===== config.mk =====
export PLATFORM = sky130hd
export DESIGN_NAME = spi_master_ctrl
export DESIGN_NICKNAME = d
export VERILOG_FILES = /design/src/rtl/spi_master_ctrl.sv
export SDC_FILE = /design/constraint.sdc
export NUM_CORES = 1
export LEC_CHECK = 0
export ABC_CLOCK_PERIOD_IN_PS = 3200
export BUFFER_PORTS_ARGS = -buffer_cell sky130_fd_sc_hd__buf_4
export CAP_MARGIN = 10
export CORE_ASPECT_RATIO = 1.25
export CORE_MARGIN = 4
export CORE_UTILIZATION = 50
export CTS_BUF_LIST = sky130_fd_sc_hd__clkbuf_16
export DETAILED_ROUTE_END_ITERATION = 12
export GPL_TIMING_DRIVEN = 1
export PLACE_DENSITY = 0.83
export SLEW_MARGIN = 0
export SYNTH_ARGS = -nofsm -noshare
export SYNTH_HDL_FRONTEND = slang
export SYNTH_SLANG_ARGS = --single-unit

===== constraint.sdc =====
create_clock -name clk -period 3.2 [get_ports clk]
set_clock_uncertainty 0.05 [all_clocks]
set_input_delay 0.32 -clock clk [delete_from_list [all_inputs] [get_ports clk]]
set_output_delay 0.32 -clock clk [all_outputs]
set_load 0.02 [all_outputs]

===== src/rtl/spi_master_ctrl.sv =====
// spi_master_ctrl: SPI-RAM link master, one cmd+payload frame per request.
// Optional abort input enabled by defining SPI_MASTER_ABORT_EN.
module spi_master_ctrl #(
  parameter int MEM_WIDTH     = 8,
  parameter int RD_TURNAROUND = 2
) (
  input  logic                 clk,
  input  logic                 rst_n,
  input  logic                 start,
  input  logic [MEM_WIDTH+1:0] frame_in,
  output logic                 ready,
  output logic                 busy,
  output logic                 done,
  output logic [MEM_WIDTH-1:0] rd_data,
  output logic                 rd_valid,
  output logic                 SS_n,
  output logic                 MOSI,
`ifdef SPI_MASTER_ABORT_EN
  input  logic                 abort,
`endif
  input  logic                 MISO
);

  localparam int FW = MEM_WIDTH + 2;
  localparam logic [3:0] SHIFT_LAST = 4'(FW - 1);
  localparam logic [3:0] RECV_LAST  = 4'(MEM_WIDTH - 1);
  localparam logic [3:0] WAIT_LAST  =
    (RD_TURNAROUND > 0) ? 4'(RD_TURNAROUND - 1) : 4'd0;

  typedef enum logic [2:0] {
    IDLE, START, SHIFT, WAIT_RD, RECV, STOP
  } state_t;

  state_t state, next;

  logic [1:0]           cmd_q;
  logic [FW-1:0]        tx_shift;
  logic [MEM_WIDTH-2:0] rx_shift;
  logic [3:0]           bit_cnt;
  logic                 aborted;
  logic                 abort_in;
  logic                 abort_hit;
  logic                 ss_d;
  logic                 mosi_d;
  logic                 is_rd;
  logic                 active;

`ifdef SPI_MASTER_ABORT_EN
  assign abort_in = abort;
`else
  assign abort_in = 1'b0;
`endif

  assign is_rd  = (cmd_q == 2'b11);
  assign active = (state == START) || (state == SHIFT) ||
                  (state == WAIT_RD) || (state == RECV);

  // State register
  always_ff @(posedge clk or negedge rst_n) begin
    if (!rst_n) state <= IDLE;
    else        state <= next;
  end

  // Next state plus the values SS_n/MOSI take in the next state
  always_comb begin
    next      = state;
    abort_hit = 1'b0;
    ss_d      = 1'b1;
    mosi_d    = 1'b0;
    unique case (state)
      IDLE:    if (start) next = START;
      START:   next = SHIFT;
      SHIFT: begin
        if (bit_cnt == SHIFT_LAST) begin
          if (!is_rd)                  next = STOP;
          else if (RD_TURNAROUND == 0) next = RECV;
          else                         next = WAIT_RD;
        end
      end
      WAIT_RD: if (bit_cnt == WAIT_LAST) next = RECV;
      RECV:    if (bit_cnt == RECV_LAST) next = STOP;
      STOP:    next = IDLE;
      default: next = IDLE;
    endcase
    if (abort_in && active) begin
      next      = STOP;
      abort_hit = 1'b1;
    end
    ss_d = !((next == START) || (next == SHIFT) ||
             (next == WAIT_RD) || (next == RECV));
    if (next == SHIFT) mosi_d = tx_shift[FW-1];
  end

  // Registered link outputs
  always_ff @(posedge clk or negedge rst_n) begin
    if (!rst_n) begin
      SS_n <= 1'b1;
      MOSI <= 1'b0;
    end else begin
      SS_n <= ss_d;
      MOSI <= mosi_d;
    end
  end

  // Phase counter, restarts on every state change
  always_ff @(posedge clk or negedge rst_n) begin
    if (!rst_n)               bit_cnt <= '0;
    else if (next != state)   bit_cnt <= '0;
    else if (state != IDLE)   bit_cnt <= bit_cnt + 4'd1;
  end

  // Frame latch and transmit shifter
  always_ff @(posedge clk or negedge rst_n) begin
    if (!rst_n) begin
      cmd_q    <= '0;
      tx_shift <= '0;
    end else if (state == IDLE && start) begin
      cmd_q    <= frame_in[FW-1:FW-2];
      tx_shift <= frame_in;
    end else if (state == START || state == SHIFT) begin
      tx_shift <= {tx_shift[FW-2:0], 1'b0};
    end
  end

  // Reply capture; rd_data lands on entry to STOP so it lines up with rd_valid
  always_ff @(posedge clk or negedge rst_n) begin
    if (!rst_n) begin
      rx_shift <= '0;
      rd_data  <= '0;
    end else if (state == RECV) begin
      rx_shift <= {rx_shift[MEM_WIDTH-3:0], MISO};
      if (next == STOP && !abort_hit)
        rd_data <= {rx_shift, MISO};
    end
  end

  // Remembers whether STOP was reached through an abort
  always_ff @(posedge clk or negedge rst_n) begin
    if (!rst_n)            aborted <= 1'b0;
    else if (next == STOP) aborted <= abort_hit;
  end

  assign ready    = (state == IDLE);
  assign busy     = ~ready;
  assign done     = (state == STOP) && !aborted;
  assign rd_valid = done && is_rd;

endmodule


Word level (Yosys, flattened, before mapping)

Cells that the tools add are included.

$add $sub $neg: 1
Equal/unequal tests: 15
Mux-type cells: 11
Bitwise operators: 1
Reduce and logical (&&, ||, !) cells: 12

Operators with widths:

| operator                                                              | number |
|---|---|
| 10-bit two-way mux                                                    | 2 |
| 3-bit two-way mux                                                     | 5 |
| 3-bit case mux with 5 select lines                                    | 1 |
| 3-bit by 2-bit equality test with 1-bit output, second input constant | 4 |
| 3-bit equality test, second input constant                            | 4 |
| 4-bit two-way mux                                                     | 2 |
| 3-bit by 1-bit equality test with 1-bit output, second input constant | 2 |
| 4-bit by 1-bit adder with 4-bit output, second input constant         | 1 |
| 4-bit by 1-bit equality test with 1-bit output, second input constant | 1 |
| 4-bit by 3-bit equality test with 1-bit output, second input constant | 1 |
| 4-bit equality test, second input constant                            | 1 |
| 1-bit logical OR                                                      | 4 |
| 2-bit nonzero test                                                    | 2 |
| 3-bit logical NOT                                                     | 1 |
| 3-bit inequality test                                                 | 1 |
| 3-bit nonzero test                                                    | 1 |
| 2-bit equality test, second input constant                            | 1 |
| 1-bit logical AND                                                     | 2 |
| 2-bit AND reduction                                                   | 1 |
| 1-bit logical NOT                                                     | 1 |
| 1-bit two-way mux                                                     | 1 |
| 1-bit inverter                                                        | 1 |

Register bits: 36
Input bits: 14
Output and inout port bits: 14

Longest topological paths before layout

Depth in word-level cells: 9
Mapped depth: 8

Least setup slack after synthesis

OpenSTA, ideal clock, no wires.

Path type: reg2reg
From: register bit_cnt[1]
To: register bit_cnt[1]
Data arrival time: 1.871 ns
Data required time: 3.063 ns
Path slack: 1.192 ns
Stages on the path, launching flop included: 8
Clock period less this slack: 2.008 ns
Path through: dfrtp_1 -> inv_1 -> ha_1 -> nor2b_1 -> mux2_2 -> a211o_4 -> o22a_4 -> a211oi_2

Cells in the longest elaborated chain, start to end: 5
Elaborated cells on any way between the ends: 12
Those cells by class: 1 x add/sub; 4 x eq/ne; 6 x mux; 1 x reduce/logical

Ends and longest elaborated chain:

| element                                                                | RTL line   | source |
|---|---|---|
| start: declaration                                                     | 39         | `logic [3:0] bit_cnt;` |
| start signal: assignment                                               | 109        | `else if (state != IDLE) bit_cnt <= bit_cnt + 4'd1;` |
| 4-bit by 3-bit equality test with 1-bit output (tied with other cells) | 81         | `RECV: if (bit_cnt == RECV_LAST) next = STOP;` |
| 3-bit two-way mux (on tied branches)                                   | 81, 74, 80 |  |
| 3-bit case mux with 5 select lines *                                   | 70         | `unique case (state)` |
| net next[0]                                                            | 34         | `state_t state, next;` |
| 3-bit inequality test *                                                | 108        | `else if (next != state) bit_cnt <= '0;` |
| 4-bit two-way mux / 2-bit nonzero test (equally long branches)         | --         |  |

The timed path passes the listed nets; every way through them passes the cells marked *. The select of a mux whose other input is x is not followed.
A chain may end at the register's enable or synchronous reset.

Worst setup path in the final report

From: register state[0]
To: register MOSI

Cells in the longest elaborated chain, start to end: 4
Elaborated cells on any way between the ends: 12
Those cells by class: 5 x eq/ne; 6 x mux; 1 x reduce/logical

Ends and longest elaborated chain:

| element                                          | RTL line | source |
|---|---|---|
| start: declaration                               | 34       |  |
| start signal: assignment                         | 61       | `else state <= next;` |
| 3-bit equality test (tied with other cells)      | 70       |  |
| 3-bit case mux with 5 select lines *             | 70       |  |
| net next[0]                                      | 34       |  |
| 3-bit by 2-bit equality test with 1-bit output * | 91       | `if (next == SHIFT) mosi_d = tx_shift[FW-1];` |
| 1-bit two-way mux *                              | 91       |  |
| net mosi_d                                       | 44       | `logic mosi_d;` |
| end signal: assignment                           | 101      | `MOSI <= mosi_d;` |
| end: declaration                                 | 17       | `output logic MOSI,` |

The timed path passes the listed nets; every way through them passes the cells marked *.

==> results.toml <==
[logic_synthesis]
syn_area_per_cell_um2 = 12.1
yosys.cell_types.count = 32
ys.flop_type = "sky130_fd_sc_hd__dfrtp_1"
yosysWarnings = 0
synth.net_count = 153
post_synth_inst_count = 137
synth.ff_latch_count = 36
synth_seq_area_share = 0.546
synthArstFlopShare = 1.00
synth-edff-count = 0
mappedNetlistArea_um2 = 1650

[floorplan]
die_w_um = 59.4
die_area_um2 = 4290
fp-row-count = 23
die_h_um = 72.3
floorplan.initialDensity = 0.517
design.core.area_um2 = 3190
io-pin-count = 28

[worst_setup_path]
endpoint_of_the_worst_slack_reg_to_reg_timing_path = "MOSI$_DFF_PN0_"
end_kind = "register"
worstPathArrival_ns = 2.41
critPathRequiredTime_ns = 3.32
rrSetupSlack_ns = 0.91
worstRegToRegCells = 6
critical_path_class = "reg2reg"
r2r-start = "state[0]$_DFF_PN0_"
timing.critical_path.fanout_max = 21
critical_path.startpoint_type = "register"

[drt]
count_of_unresolved_drc_violations_after_routing = 0
detailedRoute.firstPassIterationCount = 4
route.vias.total = 1104
wl_per_cell_um = 14.3
avgViaCountPerCell = 5.44
postRouteAntennaNets = 0
starting_drc_count_in_detailed_routing = 17
route.final.wire_length_um = 2900

[global_routing]
grt_pass1_wl_um = 4970
grt_max_degree = 37
vias_in_the_first_global_route = 1158
antenna_found_initial = 0
grt_util_all_layers = 0.156
grt.overflow.total = 0

[place]
dpl-instance-area_um2 = 1850
place_worst_setup_slack_ns = 0.928
detailedPlacementHpwl_um = 2080
count_of_port_buffers_added_during_placement = 27
rd_place_congestion = 0.942

[cells_and_area]
areaGrowthSynthToFinish_pct = 22.5
mostFrequentLayoutCell = "sky130_fd_sc_hd__dfrtp_1"
layout.cells.most_common_list = "sky130_fd_sc_hd__dfrtp_1, sky130_fd_sc_hd__buf_4, sky130_fd_sc_hd__nand2_1"
fin_area_um2 = 2020
filler_cell_count = 247
antenna_diodes = 0
final_util = 0.633
design.final.nets = 181
drive_above_1_share = 0.349

[min_path]
hold_path.startpoint = "frame_in[4]"
worstHoldPathType = "in2reg"
hold-path-cell-count = 3
hold_end = "tx_shift[4]$_DFFE_PN0P_"

[run_status]
run_status = "complete, no violations"

[clock_tree]
cts_root_buffer = "sky130_fd_sc_hd__clkbuf_16"
cts_buffers = 5
tritoncts = "done"
clk_latency_ns = 0.28
clk_path_buf_depth = 2
post_cts.resized_instances = 0
clk_pin_slew_worst_paths_ns = 0.06
cts.sinks = 36
clock_tree.htree_level_count = 2

[timing]
max_freq_ghz = 0.437
report.final.hold_viol_count = 0
finalCriticalPeriod_ns = 2.29
tns_ns = 0
unrepaired_setup_endpoints_after_global_routing = "false"
timing_max_transition_violations_final = 0
layout_worst_path_cycle_share = 0.716
endpoints_failing_setup = 0
slew_headroom = 0.594
transition_at_the_pin_with_the_smallest_max_transition_slack_ns = 0.610
worst_path_setup_slack_after_routing_ns = 0.910
finalHoldWorstSlack_ns = 0.196

[pwr]
leakage_nw = 0.996
vdd_drop_max_uv = 606
pwr_density_cell_nw_per_um2 = 954

[flow_run]
drv.max_cap_violation_count = 0
critical path, stage by stage (launching register included):
cell,delay (ns)
sky130_fd_sc_hd__dfrtp_1,0.50
sky130_fd_sc_hd__or3_1,0.57
sky130_fd_sc_hd__inv_2,0.12
sky130_fd_sc_hd__and2_1,0.52
sky130_fd_sc_hd__a211o_4,0.20
sky130_fd_sc_hd__inv_1,0.04
sky130_fd_sc_hd__and3_1,0.17
synthesized netlist by cell type (2+ instances only):
cell type / count / area (µm²)
sky130_fd_sc_hd__dfrtp_1: 35 / 876
sky130_fd_sc_hd__nand2_1: 19 / 71.3
sky130_fd_sc_hd__mux2_2: 16 / 180
sky130_fd_sc_hd__o21ai_0: 10 / 50.1
sky130_fd_sc_hd__mux2i_1: 9 / 90.1
sky130_fd_sc_hd__nor2_1: 6 / 22.5
sky130_fd_sc_hd__buf_4: 3 / 22.5
sky130_fd_sc_hd__inv_1: 3 / 11.3
sky130_fd_sc_hd__nand4_1: 3 / 18.8
sky130_fd_sc_hd__nor2b_1: 3 / 18.8
sky130_fd_sc_hd__nor3b_1: 3 / 22.5
sky130_fd_sc_hd__xor2_1: 3 / 26.3
sky130_fd_sc_hd__buf_2: 2 / 10.0
sky130_fd_sc_hd__buf_6: 2 / 22.5
sky130_fd_sc_hd__ha_1: 2 / 25.0
sky130_fd_sc_hd__xnor2_1: 2 / 17.5
per-layer routing:
layer	wire (µm)	vias to the layer above	track usage	part of all wire
met5	0	-	0	0
met4	91	0	0.0806	0.031
met3	188	11	0.0658	0.065
met2	1480	32	0.254	0.51
met1	1150	534	0.170	0.39
li1	-	527	-	-
cells by family (layout without fill, tap and decap cells):
group	Yosys count	after routing	synth area share
AO/OA/AOI/OAI	17	17	0.0773
XOR/XNOR	5	5	0.0265
adder cells (fa/ha/maj)	2	2	0.0151
buffers and inverters	11	40	0.0424
flip-flops	36	36	0.546
multiplexers	25	25	0.164
AND/OR/NAND/NOR	41	41	0.129
final cells by class:
type	instances	area, µm²	area share
inverters	4	15.0	0.00742
clock inverters	3	42.5	0.0210
flip-flops and latches	36	902	0.446
multi-input cells	90	679	0.336
repair buffers	28	213	0.105
clock buffers	5	125	0.0618
well taps	37	46.3	0.0229
power breakdown:
group          internal, mW  total (mW)  leakage (nW)  switching [mW]
Sequential            0.596       0.708         0.474           0.112
Combinational         0.314       0.679         0.442           0.365
Clock                 0.365       0.543        0.0798           0.178
Total                  1.27        1.93         0.996           0.655
state kept, by name (all words and copies together), names as in the netlist:
| register | count |
|---|---|
| SS_n | 1 |
| cmd_q | 2 |
| bit_cnt | 4 |
| MOSI | 1 |
| state | 3 |
| rx_shift | 7 |
| rd_data | 8 |
| tx_shift | 10 |
worst max-delay path by stage:
stage	from	to	cells past startpoint
after floorplan	bit_cnt[1]$_DFFE_PN0P_	bit_cnt[1]$_DFFE_PN0P_	7
final	state[0]$_DFF_PN0_	MOSI$_DFF_PN0_	6
after detailed placement	state[0]$_DFF_PN0_	MOSI$_DFF_PN0_	6
after global placement	state[0]$_DFF_PN0_	bit_cnt[1]$_DFFE_PN0P_	6
after global routing	state[0]$_DFF_PN0_	MOSI$_DFF_PN0_	6
after CTS	state[0]$_DFF_PN0_	MOSI$_DFF_PN0_	6
per-stage QoR:
stage          power (mW)  instances
2_1_floorplan        1.25        137
3_3_place_gp         1.36        194
3_5_place_dp         1.39        194
4_1_cts              1.95        203
5_1_grt              2.07        203
6_report             1.93        203
timing repair:
item / CTS / global route
buffers inserted: 0 / 0
endpoints found under the hold margin: 35 / 0
hold buffers: 1 / 0
(Power assumes the default switching activity.)
